`config.mk`:
```
export PLATFORM = sky130hd
export DESIGN_NAME = riscv_skid_pipe
export DESIGN_NICKNAME = d
export VERILOG_FILES = /design/src/rtl/riscv_skid_pipe.sv
export SDC_FILE = /design/constraint.sdc
export NUM_CORES = 1
export LEC_CHECK = 0
export CORE_UTILIZATION = 50
export DETAILED_ROUTE_END_ITERATION = 10
export DONT_BUFFER_PORTS = 1
export PLACE_DENSITY = 0.7
export SYNTH_ARGS = -nofsm -noshare
export SYNTH_HDL_FRONTEND = slang
export SYNTH_SLANG_ARGS = --single-unit
```
`constraint.sdc`:
```
create_clock -name clk -period 3.57 [get_ports clk]
set_input_delay 0.5355 -clock clk [delete_from_list [all_inputs] [get_ports clk]]
set_output_delay 0.5355 -clock clk [all_outputs]
set_load 0.03 [all_outputs]
```
`src/rtl/riscv_skid_pipe.sv`:
```
`default_nettype none
// ============================================================================
// Module   : riscv_skid_pipe
// Brief    : Valid/ready register chain of two-entry skid slices with a
//            registered in_ready and a synchronous flush. Optional occupancy
//            counter is enabled by defining RISCV_SKID_OCC_EN.
// Revision : 1.0
// ============================================================================
module riscv_skid_pipe #(
    parameter int                    DATA_WIDTH = 32,
    parameter int                    NUM_STAGES = 1,
    parameter logic [DATA_WIDTH-1:0] RST_VAL    = '0
) (
    input  logic                  clk,
    input  logic                  rst_n,
    input  logic                  flush,
    input  logic                  in_valid,
    output logic                  in_ready,
    input  logic [DATA_WIDTH-1:0] in_data,
    output logic                  out_valid,
    input  logic                  out_ready,
    output logic [DATA_WIDTH-1:0] out_data
`ifdef RISCV_SKID_OCC_EN
    ,
    output logic [$clog2(2*NUM_STAGES+1)-1:0] occupancy
`endif
);

    // Link k carries the handshake into stage k; link NUM_STAGES is the output.
    logic [NUM_STAGES:0]   w_valid;
    logic [NUM_STAGES:0]   w_ready;
    logic [DATA_WIDTH-1:0] w_data [NUM_STAGES+1];

    assign w_valid[0]          = in_valid;
    assign w_data[0]           = in_data;
    assign w_ready[NUM_STAGES] = out_ready;

    for (genvar k = 0; k < NUM_STAGES; k++) begin : g_stage
        logic                  main_vld_q, main_vld_d;
        logic                  skid_vld_q, skid_vld_d;
        logic [DATA_WIDTH-1:0] main_q, main_d;
        logic [DATA_WIDTH-1:0] skid_q, skid_d;
        logic                  rdy_q;
        logic                  w_in_fire;
        logic                  w_out_fire;

        assign w_in_fire  = w_valid[k] & rdy_q;
        assign w_out_fire = main_vld_q & w_ready[k+1];

        always_comb begin
            main_vld_d = main_vld_q;
            skid_vld_d = skid_vld_q;
            main_d     = main_q;
            skid_d     = skid_q;
            if (!main_vld_q) begin
                if (w_in_fire) begin
                    main_vld_d = 1'b1;
                    main_d     = w_data[k];
                end
            end else if (!skid_vld_q) begin
                if (w_in_fire && w_out_fire) begin
                    main_d = w_data[k];
                end else if (w_in_fire) begin
                    skid_vld_d = 1'b1;
                    skid_d     = w_data[k];
                end else if (w_out_fire) begin
                    main_vld_d = 1'b0;
                end
            end else if (w_out_fire) begin
                // rdy_q is low while full, so no input can arrive here.
                main_d     = skid_q;
                skid_vld_d = 1'b0;
            end
        end

        always_ff @(posedge clk or negedge rst_n) begin
            if (!rst_n) begin
                main_vld_q <= 1'b0;
                skid_vld_q <= 1'b0;
                main_q     <= RST_VAL;
                skid_q     <= RST_VAL;
                rdy_q      <= 1'b1;
            end else if (flush) begin
                main_vld_q <= 1'b0;
                skid_vld_q <= 1'b0;
                main_q     <= RST_VAL;
                skid_q     <= RST_VAL;
                rdy_q      <= 1'b1;
            end else begin
                main_vld_q <= main_vld_d;
                skid_vld_q <= skid_vld_d;
                main_q     <= main_d;
                skid_q     <= skid_d;
                rdy_q      <= ~skid_vld_d;
            end
        end

        assign w_ready[k]   = rdy_q;
        assign w_valid[k+1] = main_vld_q;
        assign w_data[k+1]  = main_q;
    end

    assign in_ready  = w_ready[0];
    assign out_valid = w_valid[NUM_STAGES];
    assign out_data  = w_data[NUM_STAGES];

`ifdef RISCV_SKID_OCC_EN
    localparam int OCC_W = $clog2(2*NUM_STAGES+1);

    logic [OCC_W-1:0] occ_q;
    logic             w_top_in_fire;
    logic             w_top_out_fire;

    assign w_top_in_fire  = in_valid & in_ready;
    assign w_top_out_fire = out_valid & out_ready;

    always_ff @(posedge clk or negedge rst_n) begin
        if (!rst_n) begin
            occ_q <= '0;
        end else if (flush) begin
            occ_q <= '0;
        end else if (w_top_in_fire && !w_top_out_fire) begin
            occ_q <= occ_q + OCC_W'(1);
        end else if (w_top_out_fire && !w_top_in_fire) begin
            occ_q <= occ_q - OCC_W'(1);
        end
    end

    assign occupancy = occ_q;
`endif

endmodule
`default_nettype wire

```
== Word level (Yosys, flattened, before mapping) ==
Cells that the tools add are included.
W data, S select, Z words.

* Eq/ne operators: 4
* Multiplexer cells: 22
* Bitwise gates (word level): 3
* Reductions and logical operators: 6

{| class="wikitable"
|+ Operators by type and width
! cell !! number
|-
| $mux W32 || 10
|-
| $mux W1 || 12
|-
| $ne A2 B2 Y1 const B || 2
|-
| $ne A4 B2 Y1 const B || 1
|-
| $ne A4 B3 Y1 const B || 1
|-
| $reduce_and A4 Y1 || 1
|-
| $reduce_bool A2 Y1 || 2
|-
| $reduce_and A3 Y1 || 1
|-
| $reduce_bool A3 Y1 || 1
|-
| $and A1 B1 Y1 || 2
|-
| $logic_and A1 B1 Y1 || 1
|-
| $not A1 Y1 || 1
|}

* Register bits after elaboration: 67
* Input bits: 37
* Output and inout port bits: 34
* Logic and storage cells: 40

== Logic depth before layout (Yosys ltp) ==
Gate-level depths: netlist of run 1.

* Word-level depth: 7
* Gate-level depth with buffers: 6
* Gate-level depth less buffers: 3

== Worst setup path before layout of run 1 ==
No wires, ideal clock.

* Path kind: register -> register
* Start: reg g_stage[0].rdy_q, in the netlist in_ready
* End: reg g_stage[0].skid_q[0]
* Setup time: 121 ps
* Data arrival time: 1,500 ps
* Data required time: 3,449 ps
* Setup slack: 1,949 ps
* Cell stages (with the launch flop): 5
* Buffers on the path: 1
* Clock period less this slack: 1,621 ps
* Cells stage by stage: dfstp_2 > nand2_1 > o31a_4 > buf_6 > a22o_1

* Longest elaborated chain between the ends: 4
* Elaborated cells on any way between the ends: 5
* Those cells by class: 1 x eq/ne; 1 x bitwise; 3 x reduce/logical

{| class="wikitable"
|+ Ends and longest elaborated chain
! what !! RTL line !! RTL
|-
| start, declared || 43 || <nowiki>logic rdy_q;</nowiki>
|-
| start signal, assigned || 94 || <nowiki>rdy_q <= ~skid_vld_d;</nowiki>
|-
| $and A1 B1 Y1 (*) || 47 || <nowiki>assign w_in_fire = w_valid[k] & rdy_q;</nowiki>
|-
| $logic_and A1 B1 Y1 || 61 || <nowiki>if (w_in_fire && w_out_fire) begin</nowiki>
|-
| $ne A2 B2 Y1 (no source line) || n/a ||
|-
| $reduce_and A4 Y1 (no source line) (*) || n/a ||
|-
| end signal, assigned || 93 || <nowiki>skid_q <= skid_d;</nowiki>
|-
| end, declared || 42 || <nowiki>logic [DATA_WIDTH-1:0] skid_q, skid_d;</nowiki>
|}

Every way passes the cells marked *; elsewhere a longest branch is shown, timed or not.
A chain may end at the register's enable or synchronous reset.

== Worst setup path in the final report of run 1 ==
* Start: reg g_stage[0].main_vld_q, in the netlist out_valid
* End: reg g_stage[0].main_q[17], in the netlist out_data[17]

* Longest elaborated chain between the ends: 4
* Elaborated cells on any way between the ends: 8
* Those cells by class: 2 x eq/ne; 2 x mux; 1 x bitwise; 3 x reduce/logical

{| class="wikitable"
|+ Ends and longest elaborated chain
! what !! RTL line !! RTL
|-
| start, declared || 39 || <nowiki>logic main_vld_q, main_vld_d;</nowiki>
|-
| start signal, assigned || 90 || <nowiki>main_vld_q <= main_vld_d;</nowiki>
|-
| $and A1 B1 Y1 || 48 || <nowiki>assign w_out_fire = main_vld_q & w_ready[k+1];</nowiki>
|-
| $logic_and A1 B1 Y1 || 61 ||
|-
| $ne A4 B2 Y1 (no source line) || n/a ||
|-
| $reduce_and A3 Y1 (no source line) || n/a ||
|-
| end signal, assigned || 92 || <nowiki>main_q <= main_d;</nowiki>
|-
| end, declared || 41 || <nowiki>logic [DATA_WIDTH-1:0] main_q, main_d;</nowiki>
|}

Several ways; a longest one is shown, not always the timed one.

==> reports/results.ini, run 1 <==
[power]
comb_power_share=0.097
ir_worst_vdd_mv=0.215
leakage_nw=1.62
pwr-share-clk=0.397
p_per_area_mw_per_mm2=542
switching_power_mw=0.495
p_sw_frac=0.276
p_int_mw=1.30
p_seq_frac=0.506

[logic_synthesis]
postSynthCellCount=233
synth_warnings=0
syn_area_mm2=0.00308
yosysUniqueCellTypes=18
synth-seq-cells=67
synth_nets=270
syn_avg_cell_area_um2=13.2
synth_seq_area_share=0.544

[critical_path]
criticalPathCategory=flip-flop to flip-flop
cp.depth=4
cp_slowest_cell=and2_2
path_buf_inv=1
cp.arrival_ns=2.55
cpPeakStageDelay_ns=0.87
reg2reg_depth=4
worst-path-max-fanout=33
crit_required_ns=3.73
path_cells=a22o_1 -> buf_4 -> and2_2 -> a211oi_1
end_kind=flip-flop
worstSetupStartpointType=flip-flop
cpLargestDelayFamily=simple AND/OR/NAND/NOR gates

[route]
dr.pass1.iters=4
wl_per_cell_um=22.4
drt_drc_violations_left=0
vias_per_cell=6.55
drt_iter0_drc=88
vias=1999
wl_um=6820
postRouteAntennaNets=0

[status]
status=complete, no violations

[die]
die_w_um=80.5
row_count=28
die-area_mm2=0.00648
dieHeight_um=80.5
start_util=0.520
ioPinCount=71
core_region_area_mm2=0.00592

[clocking]
holdBufCountCts=1
h-tree-depth=3
ctsRootBufferMaster=clkbuf_8
cts_inserted_buffers=9
cts-resized-gates=0
clk_latency_ns=0.33
cts_tree=yes
path_clk_slew_ns=0.07
clockBufferDepth=2
cts_setup_buffers=0
clkSinkCount=67

[timing]
relSlewSlack=0.307
hold_viol=0
setup_tns_ns=0
clock_skew_ns=0.00916
fin_hold_ws_ns=0.0459
slew_violations=0
period_needed_ns=2.39
fmax_ghz=0.419
finalCritPeriodShare=0.669
rsz0062_at_grt=no
setup_viol=0
worst_pin_slew_ns=1.04

[placed_design]
dp_hpwl_um=3960
portBuffers=0
gp_congestion=0.693

[global_route]
grt_max_degree=67
grt_antenna_before_repair=0
grt_overflow=0
grt_pass1_vias=2137
grt_use_total=0.234
grt_pass1_wl_um=11100

[min_path]
hold_class=primary input to async pin

[job]
cap_violations=0

[layout]
finalNetCount=262
diodes=0
syn2layout_area_growth_pct=7.55
layout_common_cells=dfrtp_1, a21oi_1, a22o_1
layout_commonest_cell=dfrtp_1
drive_above_1_share=0.239

-- flip-flops by register name, indices dropped and copies added (netlist names) --
name / flops
g_stage.skid_q: 32
out_valid: 1
g_stage.skid_vld_q: 1
out_data: 32
in_ready: 1
-- through the flow --
stage / area, µm² / instances / worst slack [ns] / util / total power [mW]
floorplan: 3080 / 233 / 1.95 / - / 1.07
global placement: 3060 / 288 / 1.23 / 0.517 / 1.08
detailed placement: 3060 / 288 / 1.20 / 0.517 / 1.08
CTS: 3310 / 305 / 1.19 / 0.560 / 1.81
global route: 3310 / 305 / 1.07 / 0.560 / 1.88
finish: 3310 / 305 / 1.18 / 0.560 / 1.80
-- kinds of logic after synthesis --
logic type,Yosys count,synth area share
muxes,32,0.104
and+or+nand+nor,5,0.0134
buffers and inverters,27,0.0524
AOI/OAI and AO/OA,102,0.286
DFF,67,0.544
-- worst paths after layout --
| check | startpoint | end | slack [ns] |
|---|---|---|---|
| max | out_valid | out_data[17] | 1.18 |
| min reg2reg | g_stage[0].skid_q[18] | g_stage[0].skid_q[18] | 0.51 |
| min | rst_n | in_ready | 0.05 |
| min in group clk | flush | out_data[20] | 0.25 |
| max reg2reg | out_valid | out_data[17] | 1.18 |
| max in group asynchronous | rst_n | g_stage[0].skid_q[19] | 3.22 |
-- worst reg2reg max path: cells and delay by family, from the launching register on --
family,cells,cell delay (ns)
DFF,1,0.61
buffers and inverters,1,0.34
AOI/OAI and AO/OA,2,0.39
and+or+nand+nor,1,0.88
-- final cells by class --
cell class	count	area, µm²
Multi-Input combinational cell	139	1250
Clock inverter	4	72.6
Inverter	3	11.3
Timing Repair Buffer	5	57.6
Fill cell	490	2610
Clock buffer	12	155
Sequential cell	67	1680
Tap cell	75	93.8
-- routing by layer --
layer  routed length [µm]  vias up  GRT usage
met3                  668       14     0.0920
met2                 3160       59      0.347
met4                  121        0      0.113
met1                 2870     1050      0.296
met5                    0        -          0
li1                     -      876          -
-- power by group through the flow --
| stage | Clock [mW] | Sequential, mW | Combinational (mW) |
|---|---|---|---|
| after floorplan | 0 | 0.913 | 0.153 |
| after global placement | 0 | 0.924 | 0.154 |
| after detailed placement | 0 | 0.924 | 0.158 |
| after CTS | 0.726 | 0.910 | 0.177 |
| after global routing | 0.771 | 0.915 | 0.194 |
| final | 0.714 | 0.909 | 0.174 |
-- cell usage after synthesis --
| library cell | count | share of area |
|---|---|---|
| dfrtp_1 | 66 | 0.54 |
| a21oi_1 | 33 | 0.054 |
| a22o_1 | 33 | 0.094 |
| mux2i_1 | 32 | 0.10 |
| a211oi_2 | 30 | 0.12 |
| buf_2 | 12 | 0.019 |
| buf_6 | 6 | 0.022 |
| clkbuf_1 | 6 | 0.0073 |
| a211oi_1 | 3 | 0.0073 |
| inv_1 | 3 | 0.0037 |
| nand2_1 | 2 | 0.0024 |
| a31oi_1 | 1 | 0.0020 |
| and2_1 | 1 | 0.0020 |
| dfstp_2 | 1 | 0.0085 |
| nand2b_1 | 1 | 0.0020 |
| nor4_4 | 1 | 0.0069 |
| o21ai_0 | 1 | 0.0016 |
| o31a_4 | 1 | 0.0057 |
Power figures use the tool's default switching activity.
==> run 2, diff against run 1 <==
==> constraint.sdc (replaced) <==
create_clock -name clk -period 2.4 [get_ports clk]
set_input_delay 0.36 -clock clk [delete_from_list [all_inputs] [get_ports clk]]
set_output_delay 0.36 -clock clk [all_outputs]
set_load 0.03 [all_outputs]
==> run 2 against run 1 <==
Effect of this change: final cell count is 0.66% higher; clock skew is 0.0014 ns lower; global-route usage down 0.95 points; design area fell by 0.72%; non-clock buffer count up 3; critical endpoint unchanged.
==> reports/results.ini, run 2 (synthesized netlist as in run 1, its figures left out) <==
[critical_path]
cp_slowest_cell=and2_2
crit-reg2reg-launch=in_ready
criticalPathCategory=flip-flop to flip-flop
crit_required_ns=2.57
cp.arrival_ns=2.14
cpPeakStageDelay_ns=0.81
path_cells=a22o_1 -> and2_2 -> a211oi_1
worst-path-max-fanout=32
startpoint=in_ready
worstSetupStartpointType=flip-flop
end_kind=flip-flop
r2r_slack_ns=0.42

[timing]
setup_viol=0
hold_viol=0
rsz0062_at_grt=no
clock_skew_ns=0.00778
slew_violations=0
period_needed_ns=1.98
finalCritPeriodShare=0.823
postLayoutSetupSlackWorst_ns=0.425
setup_tns_ns=0
worst_pin_slew_ns=0.999
fmax_ghz=0.506
relSlewSlack=0.334

[layout]
layout_commonest_cell=dfrtp_1
post-route-cell-area_mm2=0.00329
diodes=0
layout_common_cells=dfrtp_1, a21oi_1, a22o_1
finalNetCount=265
n_fill_cell=503
syn2layout_area_growth_pct=6.78
drive_above_1_share=0.241

[global_route]
grt_overflow=0
grt_use_total=0.224
grt_max_degree=68
grt_pass1_vias=2029
grt_antenna_before_repair=0
grt_pass1_wl_um=10600

[clocking]
clkSinkCount=67
cts_inserted_buffers=9
clk_latency_ns=0.34
clockBufferDepth=2
cts-resized-gates=0
path_clk_slew_ns=0.07
h-tree-depth=3
cts_tree=yes
ctsRootBufferMaster=clkbuf_8

[min_path]
hp-start=flush
hold_class=primary input to flip-flop

[route]
drt_iter0_drc=141
vias=1956
wl_um=6580
drt_drc_violations_left=0
postRouteAntennaNets=0
vias_per_cell=6.37
dr.pass1.iters=4
wl_per_cell_um=21.4

[power]
power.total_mw=2.47
p_per_area_mw_per_mm2=751
leakage_nw=1.62
ir_worst_vdd_mv=0.383

[die]
core_region_area_mm2=0.00592
die-area_mm2=0.00648
ioPinCount=71
die_w_um=80.5
dieHeight_um=80.5
row_count=28
start_util=0.520

[placed_design]
post-place-ws_ns=0.424
placed_cell_area_mm2=0.00307
dp_hpwl_um=3710
gp_congestion=0.726
portBuffers=0

[job]
cap_violations=0

[status]
status=complete, no violations

==> run 2: changes by cell type in the layout (fill, tap and decap cells not counted), sizes merged <==
cell,previous run,this run
clkbuf,12,13
clkinvlp,1,0
dlygate4sd3,0,1
bufinv,2,0
buf,5,7
clkinv,1,2
==> run 2: final cells by class <==
cell class              instances  area, µm²  share of cell area
clock inverters                 2       10.0             0.00304
clock buffers                  13        169              0.0513
flip-flops and latches         67       1680               0.510
repair buffers                  8       82.6              0.0251
well taps                      75       93.8              0.0285
inverters                       3       11.3             0.00342
multi-input cells             139       1250               0.379
==> run 2: what timing repair did <==
item / 4_1_cts / 5_1_grt
setup endpoints to repair: 0 / 0
buffers inserted: 0 / 0
hold buffers: 2 / 0
hold endpoints to repair: 67 / 0
==> run 2: layer usage <==
layer / track usage / part of all wire / up-vias
li1: - / - / 874
met1: 0.282 / 0.44 / 1018
met2: 0.358 / 0.49 / 56
met3: 0.0750 / 0.060 / 8
met4: 0.0804 / 0.014 / 0
met5: 0 / 0 / -
==> run 2: power breakdown <==
group,switching (mW),total (mW),internal (mW)
sequential,0.152,1.35,1.19
combinational,0.163,0.269,0.105
clock,0.403,0.854,0.451
==> run 2: critical path, delay by kind of cell (launching register included) <==
kind | cells | cell delay (ns)
flops | 1 | 0.65
compound gates | 2 | 0.34
simple gates | 1 | 0.81
==> run 2: final timing paths <==
path	to	cells past startpoint
max	out_data[17]	3
min	out_data[13]	1
min reg2reg	g_stage[0].skid_q[9]	1
max reg2reg	out_data[17]	3
min in group asynchronous	g_stage[0].skid_q[14]	2
max in group asynchronous	in_ready	2
==> run 2: metrics by stage <==
stage,cells,util,hold WS [ns]
floorplan,233,-,0.0644
global placement,290,0.519,0.0661
detailed placement,290,0.519,0.0661
CTS,307,0.556,0.0567
global route,307,0.556,0.0460
finish,307,0.556,0.0765
==> run 3, diff against run 2 <==
==> constraint.sdc (replaced) <==
create_clock -name clk -period 1.95 [get_ports clk]
set_input_delay 0.2925 -clock clk [delete_from_list [all_inputs] [get_ports clk]]
set_output_delay 0.2925 -clock clk [all_outputs]
set_load 0.03 [all_outputs]
==> run 3 against run 2 <==
Effect of this change: register-to-register slack got worse by 0.28 ns; clock power rose by 23%; combinational power rose by 36%; design area rose by 1.9%; maximum frequency rose by 9.5%; critical path depth did not move; non-clock buffer count rose by 7; die area did not move; worst hold slack got worse by 0.061 ns; via count fell by 1.1%; critical path type unchanged.
==> reports/results.ini, run 3 (synthesized netlist as in run 1, its figures left out) <==
[timing]
slew_violations=0
finalCritPeriodShare=0.925
hold_viol=0
fmax_ghz=0.554
fin_hold_ws_ns=0.0157
setup_viol=0
relSlewSlack=0.351
postLayoutSetupSlackWorst_ns=0.146
rsz0062_at_grt=no
setup_tns_ns=0
period_needed_ns=1.80
worst_pin_slew_ns=0.973
clock_skew_ns=0.00909

[critical_path]
criticalPathCategory=flip-flop to flip-flop
worst-path-max-fanout=32
path_cells=a22o_1 -> and2_2 -> a211oi_1
cpPeakStageDelay_ns=0.80
cp.arrival_ns=1.97
cp_slowest_cell=and2_2
r2r_slack_ns=0.15
crit_required_ns=2.12
end_kind=flip-flop
worstSetupStartpointType=flip-flop

[route]
postRouteAntennaNets=0
drt_drc_violations_left=0
vias=1934
wl_um=6830
dr.pass1.iters=5
wl_per_cell_um=21.7
vias_per_cell=6.14
drt_iter0_drc=107

[die]
core_region_area_mm2=0.00592
ioPinCount=71
row_count=28
dieHeight_um=80.5
start_util=0.520
die-area_mm2=0.00648
die_w_um=80.5

[layout]
drive_above_1_share=0.250
layout_commonest_cell=dfrtp_1
layout_common_cells=dfrtp_1, a21oi_1, a22o_1
diodes=0
syn2layout_area_growth_pct=8.85
post-route-cell-area_mm2=0.00335
finalNetCount=272
layout.cells.non_filler=315
finish.utilization=0.567

[clocking]
clk_latency_ns=0.34
path_clk_slew_ns=0.07
cts_tree=yes
clkSinkCount=67
h-tree-depth=3
clockBufferDepth=2
cts_inserted_buffers=9
ctsRootBufferMaster=clkbuf_8

[status]
status=complete, no violations

[global_route]
grt_pass1_vias=2040
grt_pass1_wl_um=10600
grt_antenna_before_repair=0
grt_overflow=0
grt_max_degree=68
grt_use_total=0.226

[power]
ir_worst_vdd_mv=0.510
comb_power_share=0.119
p_per_area_mw_per_mm2=914
p_int_mw=2.14
p_sw_frac=0.302
p_seq_frac=0.539
leakage_nw=1.65
power.total_mw=3.07
switching_power_mw=0.927
pwr-share-clk=0.342

[placed_design]
gp_congestion=0.705
placed_cell_area_mm2=0.00310
portBuffers=0
dp_hpwl_um=3850
post-place-ws_ns=0.153
dp.cells=294

[min_path]
hold_class=primary input to flip-flop

[job]
cap_violations=0

==> run 3: cell count changes in the layout (fill, tap and decap cells not counted) <==
cell           delta
buf_4             +4
dlygate4sd3_1     +2
clkbuf_8          -1
buf_12            +1
clkbuf_1          +2
==> run 3: routing by layer <==
metal	global-route usage	vias to the layer above	share of wire
met1	0.312	982	0.48
met2	0.323	51	0.44
met4	0.0857	0	0.011
li1	-	893	-
met3	0.0818	8	0.065
met5	0	-	0
==> run 3: worst max-delay path, delay by kind of cell, from the launching register on <==
kind	cells	cell delay, ns
flops	1	0.54
compound gates	2	0.29
simple gates	1	0.80
==> run 3: worst paths after layout <==
path | startpoint | endpoint | cells past startpoint
worst max-delay path | in_ready | out_data[17] | 3
worst min register to register | g_stage[0].skid_q[19] | g_stage[0].skid_q[19] | 1
worst max register to register | in_ready | out_data[17] | 3
max in group asynchronous | rst_n | in_ready | 2
worst min-delay path | flush | out_valid | 1
min in group asynchronous | rst_n | g_stage[0].skid_q[8] | 2
==> run 3: layout make-up <==
| class | instances | area, µm² |
|---|---|---|
| clock inverter | 2 | 10.0 |
| clock buffer | 14 | 163 |
| sequential | 67 | 1680 |
| multi-input combinational | 139 | 1250 |
| tap | 75 | 93.8 |
| inverter | 3 | 11.3 |
| timing repair buffer | 15 | 153 |
| fill | 485 | 2570 |
==> run 3: power groups by stage <==
| stage | sequential (mW) | combinational [mW] | clock, mW |
|---|---|---|---|
| final | 1.65 | 0.365 | 1.05 |
| after global routing | 1.66 | 0.400 | 1.12 |
| after CTS | 1.65 | 0.371 | 1.06 |
| after detailed placement | 1.68 | 0.308 | 0 |
| after global placement | 1.68 | 0.300 | 0 |
| after floorplan | 1.67 | 0.280 | 0 |
==> run 3: timing repair <==
action | 4_1_cts | 5_1_grt
setup endpoints to repair | 0 | 0
hold buffers | 5 | 0
hold endpoints to repair | 93 | 0
gates resized for setup | 0 | 0
setup buffers | 0 | 0
